## src/rtl/ppu_pkg.sv

```systemverilog
// Shared PPU-side types and constants used by the OAM DMA controller.
package ppu_pkg;

  typedef enum logic [2:0] {
    IDLE,
    HALT,
    ALIGN,
    READ,
    WRITE
  } dma_state_t;

  typedef enum logic {
    GET,
    PUT
  } cpu_parity_t;

  localparam logic [15:0] OAM_DMA_REG = 16'h4014;
  localparam int          OAM_BYTES   = 256;

endpackage

```

## src/rtl/oam_dma_ctrl.sv

```systemverilog
// Sprite OAM DMA sequencer: halts the CPU and copies one CPU page into PPU OAM.
// Optional abort input and sticky aborted flag are built when OAM_DMA_ABORT_EN is defined.
module oam_dma_ctrl
  import ppu_pkg::*;
#(
  parameter int NUM_BYTES = OAM_BYTES,
  parameter bit ALIGN_EN  = 1'b1
) (
  input  logic        clk,
  input  logic        rst,
  input  logic        cpu_ce,
  input  logic        reg_wr,
  input  logic [7:0]  reg_data,
  input  logic [7:0]  dma_data_i,
`ifdef OAM_DMA_ABORT_EN
  input  logic        abort,
  output logic        aborted,
`endif
  output logic        cpu_rdy,
  output logic        dma_rd,
  output logic [15:0] dma_addr,
  output logic [7:0]  oam_data_o,
  output logic        oam_data_wr,
  output logic        busy,
  output logic        done
);

  dma_state_t  state_q;
  cpu_parity_t parity_q;
  logic [8:0]  idx_q;
  logic [8:0]  idx_d;
  logic [7:0]  page_q;
  logic [15:0] dma_addr_q;
  logic [7:0]  oam_data_q;
  logic        cpu_rdy_q;
  logic        dma_rd_q;
  logic        busy_q;
  logic        done_q;
  logic        last_byte;
  logic        abort_now;

  assign idx_d     = idx_q + 9'd1;
  assign last_byte = (idx_q == 9'(NUM_BYTES - 1));

`ifdef OAM_DMA_ABORT_EN
  logic aborted_q;
  assign abort_now = abort;
  assign aborted   = aborted_q;
`else
  assign abort_now = 1'b0;
`endif

  // The low address byte wraps inside the page; the page byte is never touched by the count.
  always_ff @(posedge clk) begin
    if (rst) begin
      state_q    <= IDLE;
      parity_q   <= GET;
      idx_q      <= '0;
      page_q     <= '0;
      dma_addr_q <= '0;
      oam_data_q <= '0;
      cpu_rdy_q  <= 1'b1;
      dma_rd_q   <= 1'b0;
      busy_q     <= 1'b0;
      done_q     <= 1'b0;
`ifdef OAM_DMA_ABORT_EN
      aborted_q  <= 1'b0;
`endif
    end else if (cpu_ce) begin
      parity_q <= (parity_q == GET) ? PUT : GET;
      done_q   <= 1'b0;
      case (state_q)
        IDLE: begin
          if (reg_wr) begin
            page_q    <= reg_data;
            idx_q     <= '0;
            busy_q    <= 1'b1;
            cpu_rdy_q <= 1'b0;
            state_q   <= HALT;
`ifdef OAM_DMA_ABORT_EN
            aborted_q <= 1'b0;
`endif
          end
        end
        HALT: begin
          // Current cycle GET means the following one is PUT, so the first read needs a pad.
          if (ALIGN_EN && (parity_q == GET)) begin
            state_q <= ALIGN;
          end else begin
            state_q    <= READ;
            dma_rd_q   <= 1'b1;
            dma_addr_q <= {page_q, idx_q[7:0]};
          end
        end
        ALIGN: begin
          state_q    <= READ;
          dma_rd_q   <= 1'b1;
          dma_addr_q <= {page_q, idx_q[7:0]};
        end
        READ: begin
          dma_rd_q <= 1'b0;
          if (abort_now) begin
            state_q   <= IDLE;
            cpu_rdy_q <= 1'b1;
            busy_q    <= 1'b0;
`ifdef OAM_DMA_ABORT_EN
            aborted_q <= 1'b1;
`endif
          end else begin
            oam_data_q <= dma_data_i;
            state_q    <= WRITE;
          end
        end
        WRITE: begin
          idx_q <= idx_d;
          if (abort_now || last_byte) begin
            state_q   <= IDLE;
            cpu_rdy_q <= 1'b1;
            busy_q    <= 1'b0;
            done_q    <= !abort_now;
`ifdef OAM_DMA_ABORT_EN
            aborted_q <= abort_now;
`endif
          end else begin
            state_q    <= READ;
            dma_rd_q   <= 1'b1;
            dma_addr_q <= {page_q, idx_d[7:0]};
          end
        end
        default: state_q <= IDLE;
      endcase
    end
  end

  assign cpu_rdy     = cpu_rdy_q;
  assign dma_rd      = dma_rd_q;
  assign dma_addr    = dma_addr_q;
  assign oam_data_o  = oam_data_q;
  assign busy        = busy_q;
  // Strobes are qualified by cpu_ce so they last exactly one clk per CPU cycle.
  assign oam_data_wr = (state_q == WRITE) && cpu_ce;
  assign done        = done_q && cpu_ce;

endmodule

```

## config.mk

```make
export PLATFORM = sky130hd
export DESIGN_NAME = oam_dma_ctrl
export DESIGN_NICKNAME = d
export VERILOG_FILES = /design/src/rtl/ppu_pkg.sv /design/src/rtl/oam_dma_ctrl.sv
export SDC_FILE = /design/constraint.sdc
export NUM_CORES = 1
export LEC_CHECK = 0
export ABC_AREA = 1
export ABC_CLOCK_PERIOD_IN_PS = 3680
export BUFFER_PORTS_ARGS = -buffer_cell sky130_fd_sc_hd__buf_2
export CORE_ASPECT_RATIO = 1.25
export CORE_MARGIN = 5
export CORE_UTILIZATION = 57
export DETAILED_ROUTE_END_ITERATION = 6
export PLACE_DENSITY = 0.84
export SLEW_MARGIN = 20
export SYNTH_ARGS = -nofsm -noshare
export SYNTH_HDL_FRONTEND = slang
export SYNTH_SLANG_ARGS = --single-unit
```

## constraint.sdc

```tcl
create_clock -name clk -period 3.68 [get_ports clk]
set_clock_uncertainty 0.15 [all_clocks]
set_input_delay 0 -clock clk [delete_from_list [all_inputs] [get_ports clk]]
set_output_delay 0 -clock clk [all_outputs]
set_load 0.005 [all_outputs]
```

==> results of run 1 <==
layer usage:
metal / global-route usage (%) / wire length (um)
met1: 23.24 / 2117
met2: 35.33 / 2528
met3: 4.571 / 246
met4: 6.977 / 80
met5: 0 / 0
flip-flops by register name (all words and copies together), names as in the netlist:
name,flops
parity_q,1
dma_addr,16
cpu_rdy,1
page_q,8
done_q,1
idx_q,9
oam_data_o,8
busy,1
dma_rd,1
state_q,3
Yosys cell counts:
master,number,area share (%)
a21oi_1,27,6.3
a21oi_2,1,0.41
buf_12,1,0.94
buf_2,4,0.94
buf_4,1,0.35
buf_6,1,0.53
clkbuf_1,4,0.70
dfxtp_1,49,46
ha_1,3,1.8
inv_1,36,6.3
inv_2,2,0.35
inv_4,1,0.29
nand2_1,50,8.8
nand2_2,3,0.88
nand2_4,1,0.53
nand3_1,11,2.6
nand3_2,1,0.47
nand4_1,1,0.29
nor2_1,62,11
nor2_2,3,0.88
o21ai_0,31,7.3
o21ai_1,8,1.9
xnor2_1,1,0.41
cell usage in the layout (no fill, tap or decap), types with 5 or more instances in the layout:
master and n:
dfxtp_1 49, nor2_1 62, clkbuf_8 5, nand3_1 11, o21ai_1 8, dlygate4sd3_1 20, inv_1 35, a21oi_1 27
buf_2 48, nand2_1 50, o21ai_0 31
stage by stage:
step                      total power, W  hold slack, ps
final                           0.001056           294.7
after global routing            0.001113           315.8
after CTS                       0.001064           297.7
after detailed placement       0.0007352           136.5
after global placement         0.0007310           127.1
after floorplan                0.0006923          -77.95
power groups by stage:
stage / Clock (W) / Sequential, W / Combinational, W
floorplan: 0 / 0.000596 / 0.0000962
global placement: 0 / 0.000598 / 0.000133
detailed placement: 0 / 0.000598 / 0.000137
CTS: 0.000324 / 0.000586 / 0.000154
global route: 0.000346 / 0.000591 / 0.000176
finish: 0.000316 / 0.000586 / 0.000154
worst paths after layout:
kind | from | end | cells past startpoint
hold reg to reg | oam_data_o[1] | oam_data_o[1] | 2
hold / removal | oam_data_o[1] | oam_data_o[1] | 2
setup / recovery | idx_q[1] | dma_rd | 13
setup reg to reg | idx_q[1] | dma_rd | 13
cell families after synthesis:
family,Yosys count,share of synthesized area (%)
flops,49,46.06
xor+xnor,1,0.4114
compound gates,67,15.92
buf+inv,50,10.46
fa+ha+maj,3,1.763
simple gates,132,25.38
worst reg2reg max path, delay by kind of cell, from the launching register on:
family | cells | cell delay, ps
adders and majority gates | 2 | 380
DFF | 1 | 400
buffers and inverters | 2 | 160
and+or+nand+nor | 9 | 980
cell type report:
cell class	count	area [um2]
Clock buffer	5	68.82
Clock inverter	3	21.27
Fill cell	275	900.9
Inverter	39	148.9
Multi-Input combinational cell	203	925.9
Sequential cell	49	980.9
Tap cell	39	48.80
Timing Repair Buffer	69	447.9
what timing repair did:
item,4_1_cts,5_1_grt
endpoints found under the hold margin,23,0
setup endpoints to repair,0,0
hold buffers,20,0
==> results by group, run 1 <==
Outcome
  • Status: complete, no violations

Layout
  • Number of antenna diodes: 0
  • Layout Cells excl Fill: 407
  • Area Overhead vs Synth: 24.09%
  • Util after Layout: 74.58%
  • Cell area after layout: 2643 um2
  • # nets final: 390
  • Layout cells sized above 1: 18.75%

Timing
  • Max Fclk: 462.5 MHz
  • RSZ-0062 raised after global routing: no
  • Slew @ Worst Pin: 1004 ps
  • Slew margin rel.: 32.64%
  • Worst setup margin: 1518 ps
  • TNS Setup: 0 ps
  • Count of final hold-check violations: 0
  • Setup Viol. Count Final: 0
  • Final min period: 2162 ps
  • Slew Viols, Final: 0
  • Part of the cycle the worst path needs: 58.75%

GRT
  • Initial antenna violation count: 0
  • Vias in the first global route: 1,833
  • Largest net degree at the start of global routing: 43
  • GRT overflow: 0
  • First-pass GRT wire length: 8066 um
  • Total GRT Usage: 19.88%

Route
  • Drt drc: 0
  • DRT Wirelength: 4974 um
  • Mean routed wirelength per cell: 12.22 um
  • First DRT Iteration DRCs: 79
  • Vias: 2,049
  • DR pass1 iterations: 4
  • Vias per Instance: 5.034
  • ANT nets after route: 0

Setup path
  • CP max stage delay: 400 ps
  • Worst setup SP type: flip-flop
  • Critical path arrival: 2210 ps
  • Critical Path Most Common Cell: nor2_1
  • Cell family with most CP delay: simple AND/OR/NAND/NOR gates
  • R2R Setup Slk: 1520 ps
  • CP Capture Type: flip-flop
  • Critical Path Slowest Stage Cell: dfxtp_1
  • Worst EP required: 3730 ps
  • Crit path cell chain: ha_1, nand3_1, nor2_1, nand2_1, nor2_1, ha_1, inv_1, nand3_2, nand2_2, nand2_4, inv_4, nor2_1, nor2_1
  • Crit path buf inv count: 2
  • Crit path kind: reg -> reg
  • Max FO, Critical Path: 19

Pwr
  • Clk network pwr share: 29.9%
  • Gate power share: 14.6%
  • Power Density: 399.6 nW/um2
  • Internal: 0.0007681 W
  • Max VDD drop: 248.1 uV
  • Standby leakage power: 1.222 nW
  • Switching Share: 27.27%
  • Sw Pwr: 0.0002880 W
  • Seq pwr share: 55.5%

Die
  • Die Area: 5066 um2
  • Width of the die: 64.67 um
  • I/O Pins: 49
  • Core area: 3543 um2
  • Die outline height: 78.34 um
  • Initial Util: 60.10%
  • # rows: 24

Min path
  • Worst hold path type: reg -> reg

Flow run
  • MaxCap Viol Count: 0

Placed design
  • Post-place instance area: 2352 um2
  • Pre-CTS setup slack: 1534 ps
  • Detail Placement HPWL: 3186 um
  • Gp weighted congestion: 0.8967
  • Port-buffer cells: 48
  • DP Cell Count: 379

Clocking
  • Reg clk slew, reported paths: 90 ps
  • Post-CTS Setup Repair Bufs: 0
  • CTS tree: yes
  • Clock Path Buffers: 2
  • Worst-Skew Late Latency: 300 ps
  • Root Buffer: clkbuf_8
  • Number of H-tree levels: 2
  • TritonCTS Buffers: 5
  • Sink Count: 49
  • PostCTS Resize Cnt: 0

Synthesis
  • Seq cells post-synth: 49
  • Post-synthesis sequential area ratio: 46.06%
  • Mapped cell area: 2130 um2
  • Synth warn: 0
  • Mean area per synthesized cell: 7.051 um2
  • Yosys cell types: 23
  • Mapped Cells: 302
  • Post-Syn Nets: 325
(Power assumes the default switching activity.)
==> inputs of run 2 (changes only) <==
ABC_CLOCK_PERIOD_IN_PS = 1850   (was 3680)
CORE_UTILIZATION = 48   (was 57)
PLACE_DENSITY = 0.75   (was 0.84)
clock period = 1.85 ns   (was 3.68 ns; I/O delays follow)
==> run 2 against run 1 <==
  * The flow now finishes with violations (negative setup slack)
  * Global-route usage fell by 0.71 points
  * Non-clock buffer count rose by 20
  * Worst setup slack got worse by 1600 ps
  * Fmax rose by 15%
  * Sequential power rose by 100%
  * Count of clock-buffer cells in the layout rose by 1
  * First-iteration DRC count rose by 85%
  * Cell area rose by 11%
  * Die area rose by 16%
  * Routed wire length rose by 5.4%
  * Sequential cell count did not move
==> results by group, run 2 (synthesis results as in run 1) <==
Layout
  • Most frequent cells in the layout: nor2_1, nand2_1, buf_2
  • Max reg flops: 16
  • # nets final: 411
  • Area Overhead vs Synth: 38.13%
  • Storage cell area: 985.9 um2
  • Cell area after layout: 2942 um2
  • Layout cells sized above 1: 28.28%
  • Area of the multi-input gates: 1039 um2
  • # fillers: 357
  • Layout Cells excl Fill: 447
  • Commonest non-fill, non-tap cell in the layout: nor2_1
  • Number of antenna diodes: 0

Placed design
  • Detail Placement HPWL: 3356 um
  • Post-place instance area: 2521 um2
  • Gp weighted congestion: 0.8166
  • Port-buffer cells: 48
  • DP Cell Count: 412

Route
  • DR pass1 iterations: 4
  • Drt drc: 0
  • DRT Wirelength: 5244 um
  • ANT nets after route: 0
  • First DRT Iteration DRCs: 146
  • Mean routed wirelength per cell: 11.73 um
  • Vias: 2,171
  • Vias per Instance: 4.857

Setup path
  • Crit path kind: reg -> reg
  • R2R Setup Slk: -30 ps
  • Worst setup SP type: flip-flop
  • Critical path arrival: 1980 ps
  • Critical Path Slowest Stage Cell: dfxtp_2
  • CP Capture Type: flip-flop
  • Crit path buf inv count: 2
  • Reg2reg start: idx_q[0]
  • Max FO, Critical Path: 7
  • Reg-to-Reg End: dma_addr[8]
  • Crit path cell chain: ha_4, nand3_2, nor2_2, nand2_1, nor2_2, ha_2, inv_2, nand3_4, nand2_8, nand2_8, buf_8, o21ai_2, nor2_1
  • Cell family with most CP delay: simple AND/OR/NAND/NOR gates
  • CP max stage delay: 360 ps
  • Worst EP required: 1950 ps
  • Reg2Reg Depth: 13

Clocking
  • TritonCTS Buffers: 5
  • Sink Count: 49
  • CTS tree: yes
  • Clock Path Buffers: 2
  • Worst-Skew Late Latency: 300 ps
  • Root Buffer: clkbuf_8
  • Number of H-tree levels: 2
  • Reg clk slew, reported paths: 90 ps

Timing
  • Slew Viols, Final: 0
  • Count of final hold-check violations: 0
  • Max Fclk: 530.7 MHz
  • Worst setup margin: -34.47 ps
  • Part of the cycle the worst path needs: 101.9%
  • Slew margin rel.: 63.80%
  • Slew @ Worst Pin: 543.0 ps
  • Final min period: 1884 ps
  • Setup Viol. Count Final: 13
  • RSZ-0062 raised after global routing: yes

Outcome
  • Status: finished, violations left
  • Failing checks: negative setup slack

GRT
  • Total GRT Usage: 19.17%
  • Largest net degree at the start of global routing: 22
  • First-pass GRT wire length: 9266 um
  • GRT overflow: 0
  • Vias in the first global route: 2,112
  • Initial antenna violation count: 0

Die
  • Die outline height: 84.47 um
  • Width of the die: 69.58 um
  • Core area: 4358 um2
  • Die Area: 5877 um2
  • Initial Util: 48.87%
  • I/O Pins: 49
  • # rows: 27

Min path
  • HP Start: oam_data_o[6]
  • Hold EP: oam_data_o[6]
  • Hold path depth: 2
  • Worst hold path type: reg -> reg

Pwr
  • Power Density: 733.2 nW/um2
  • Max VDD drop: 490.4 uV
  • Standby leakage power: 1.352 nW

Flow run
  • MaxCap Viol Count: 0
-- run 2: changes by cell type in the layout (fill, tap and decap cells not counted), moves of 2 or more --
cell / previous run / this run
nand2_8: 0 / 2
buf_4: 1 / 20
o21ai_1: 8 / 3
o21ai_2: 0 / 6
dfxtp_1: 49 / 47
nand3_1: 11 / 9
ha_1: 3 / 1
nor2_2: 3 / 8
nor2_1: 62 / 57
-- run 2: layout make-up --
| class | count | area share [%] |
|---|---|---|
| well taps | 58 | 2.467 |
| clock inverters | 2 | 0.4679 |
| flip-flops and latches | 49 | 33.52 |
| inverters | 39 | 5.147 |
| repair buffers | 89 | 20.63 |
| clock buffers | 6 | 2.467 |
| multi-input cells | 204 | 35.30 |
-- run 2: tightest hold or removal path, stage by stage (launching register included) --
cell and delay (ps):
dfxtp_1 320, inv_1 40, a21oi_1 50
-- run 2: through the flow --
stage | setup WS, ps | utilization (%) | hold slack, ps | power [W] | TNS, ps
final | -34.47 | 67.50 | 294.2 | 0.002157 | -187.4
after global routing | -173.0 | 67.50 | 310.1 | 0.002292 | -2680
after CTS | -7.844 | 65.98 | 295.8 | 0.002160 | -13.07
after detailed placement | -65.76 | 57.85 | 135.2 | 0.001493 | -480.5
after global placement | -27.15 | 57.85 | 127.0 | 0.001486 | -87.63
after floorplan | -25.64 | - | -77.95 | 0.001384 | -137.5
-- run 2: per-layer routing --
layer / GRT usage [%] / vias up / part of all wire [%]
met3: 3.114 / 9 / 4.2
met1: 21.10 / 979 / 41
met5: 0 / - / 0
met2: 35.59 / 60 / 53
met4: 8.703 / 0 / 2.4
li1: - / 1123 / -
-- run 2: report_power, final --
part	leakage, nW	internal, W	total [W]	switching, W
Sequential	0.401	0.00112	0.00117	0.0000444
Clock	0.0456	0.000270	0.000614	0.000345
Combinational	0.906	0.000175	0.000377	0.000202
Total	1.35	0.00157	0.00216	0.000591
-- run 2: how the worst max path moves through the flow --
stage                     startpoint  cells past startpoint  slack (ps)           end
final                       idx_q[0]                     13         -30   dma_addr[8]
after global routing        idx_q[0]                     13        -170  dma_addr[11]
after global placement      idx_q[1]                     13         -30  dma_addr[11]
after floorplan             idx_q[1]                     14         -30  dma_addr[11]
after CTS                   idx_q[0]                     13          -8  dma_addr[10]
after detailed placement    idx_q[1]                     13         -70  dma_addr[11]
-- run 2: timing repair --
item | 4_1_cts | 5_1_grt
hold buffers | 19 | 0
buffers inserted | 3 | 4
endpoints found under the setup margin | 14 | 35
gates resized for setup | 9 | 12
pin swaps | 9 | 8
gates cloned | 1 | 0
hold endpoints to repair | 23 | 0
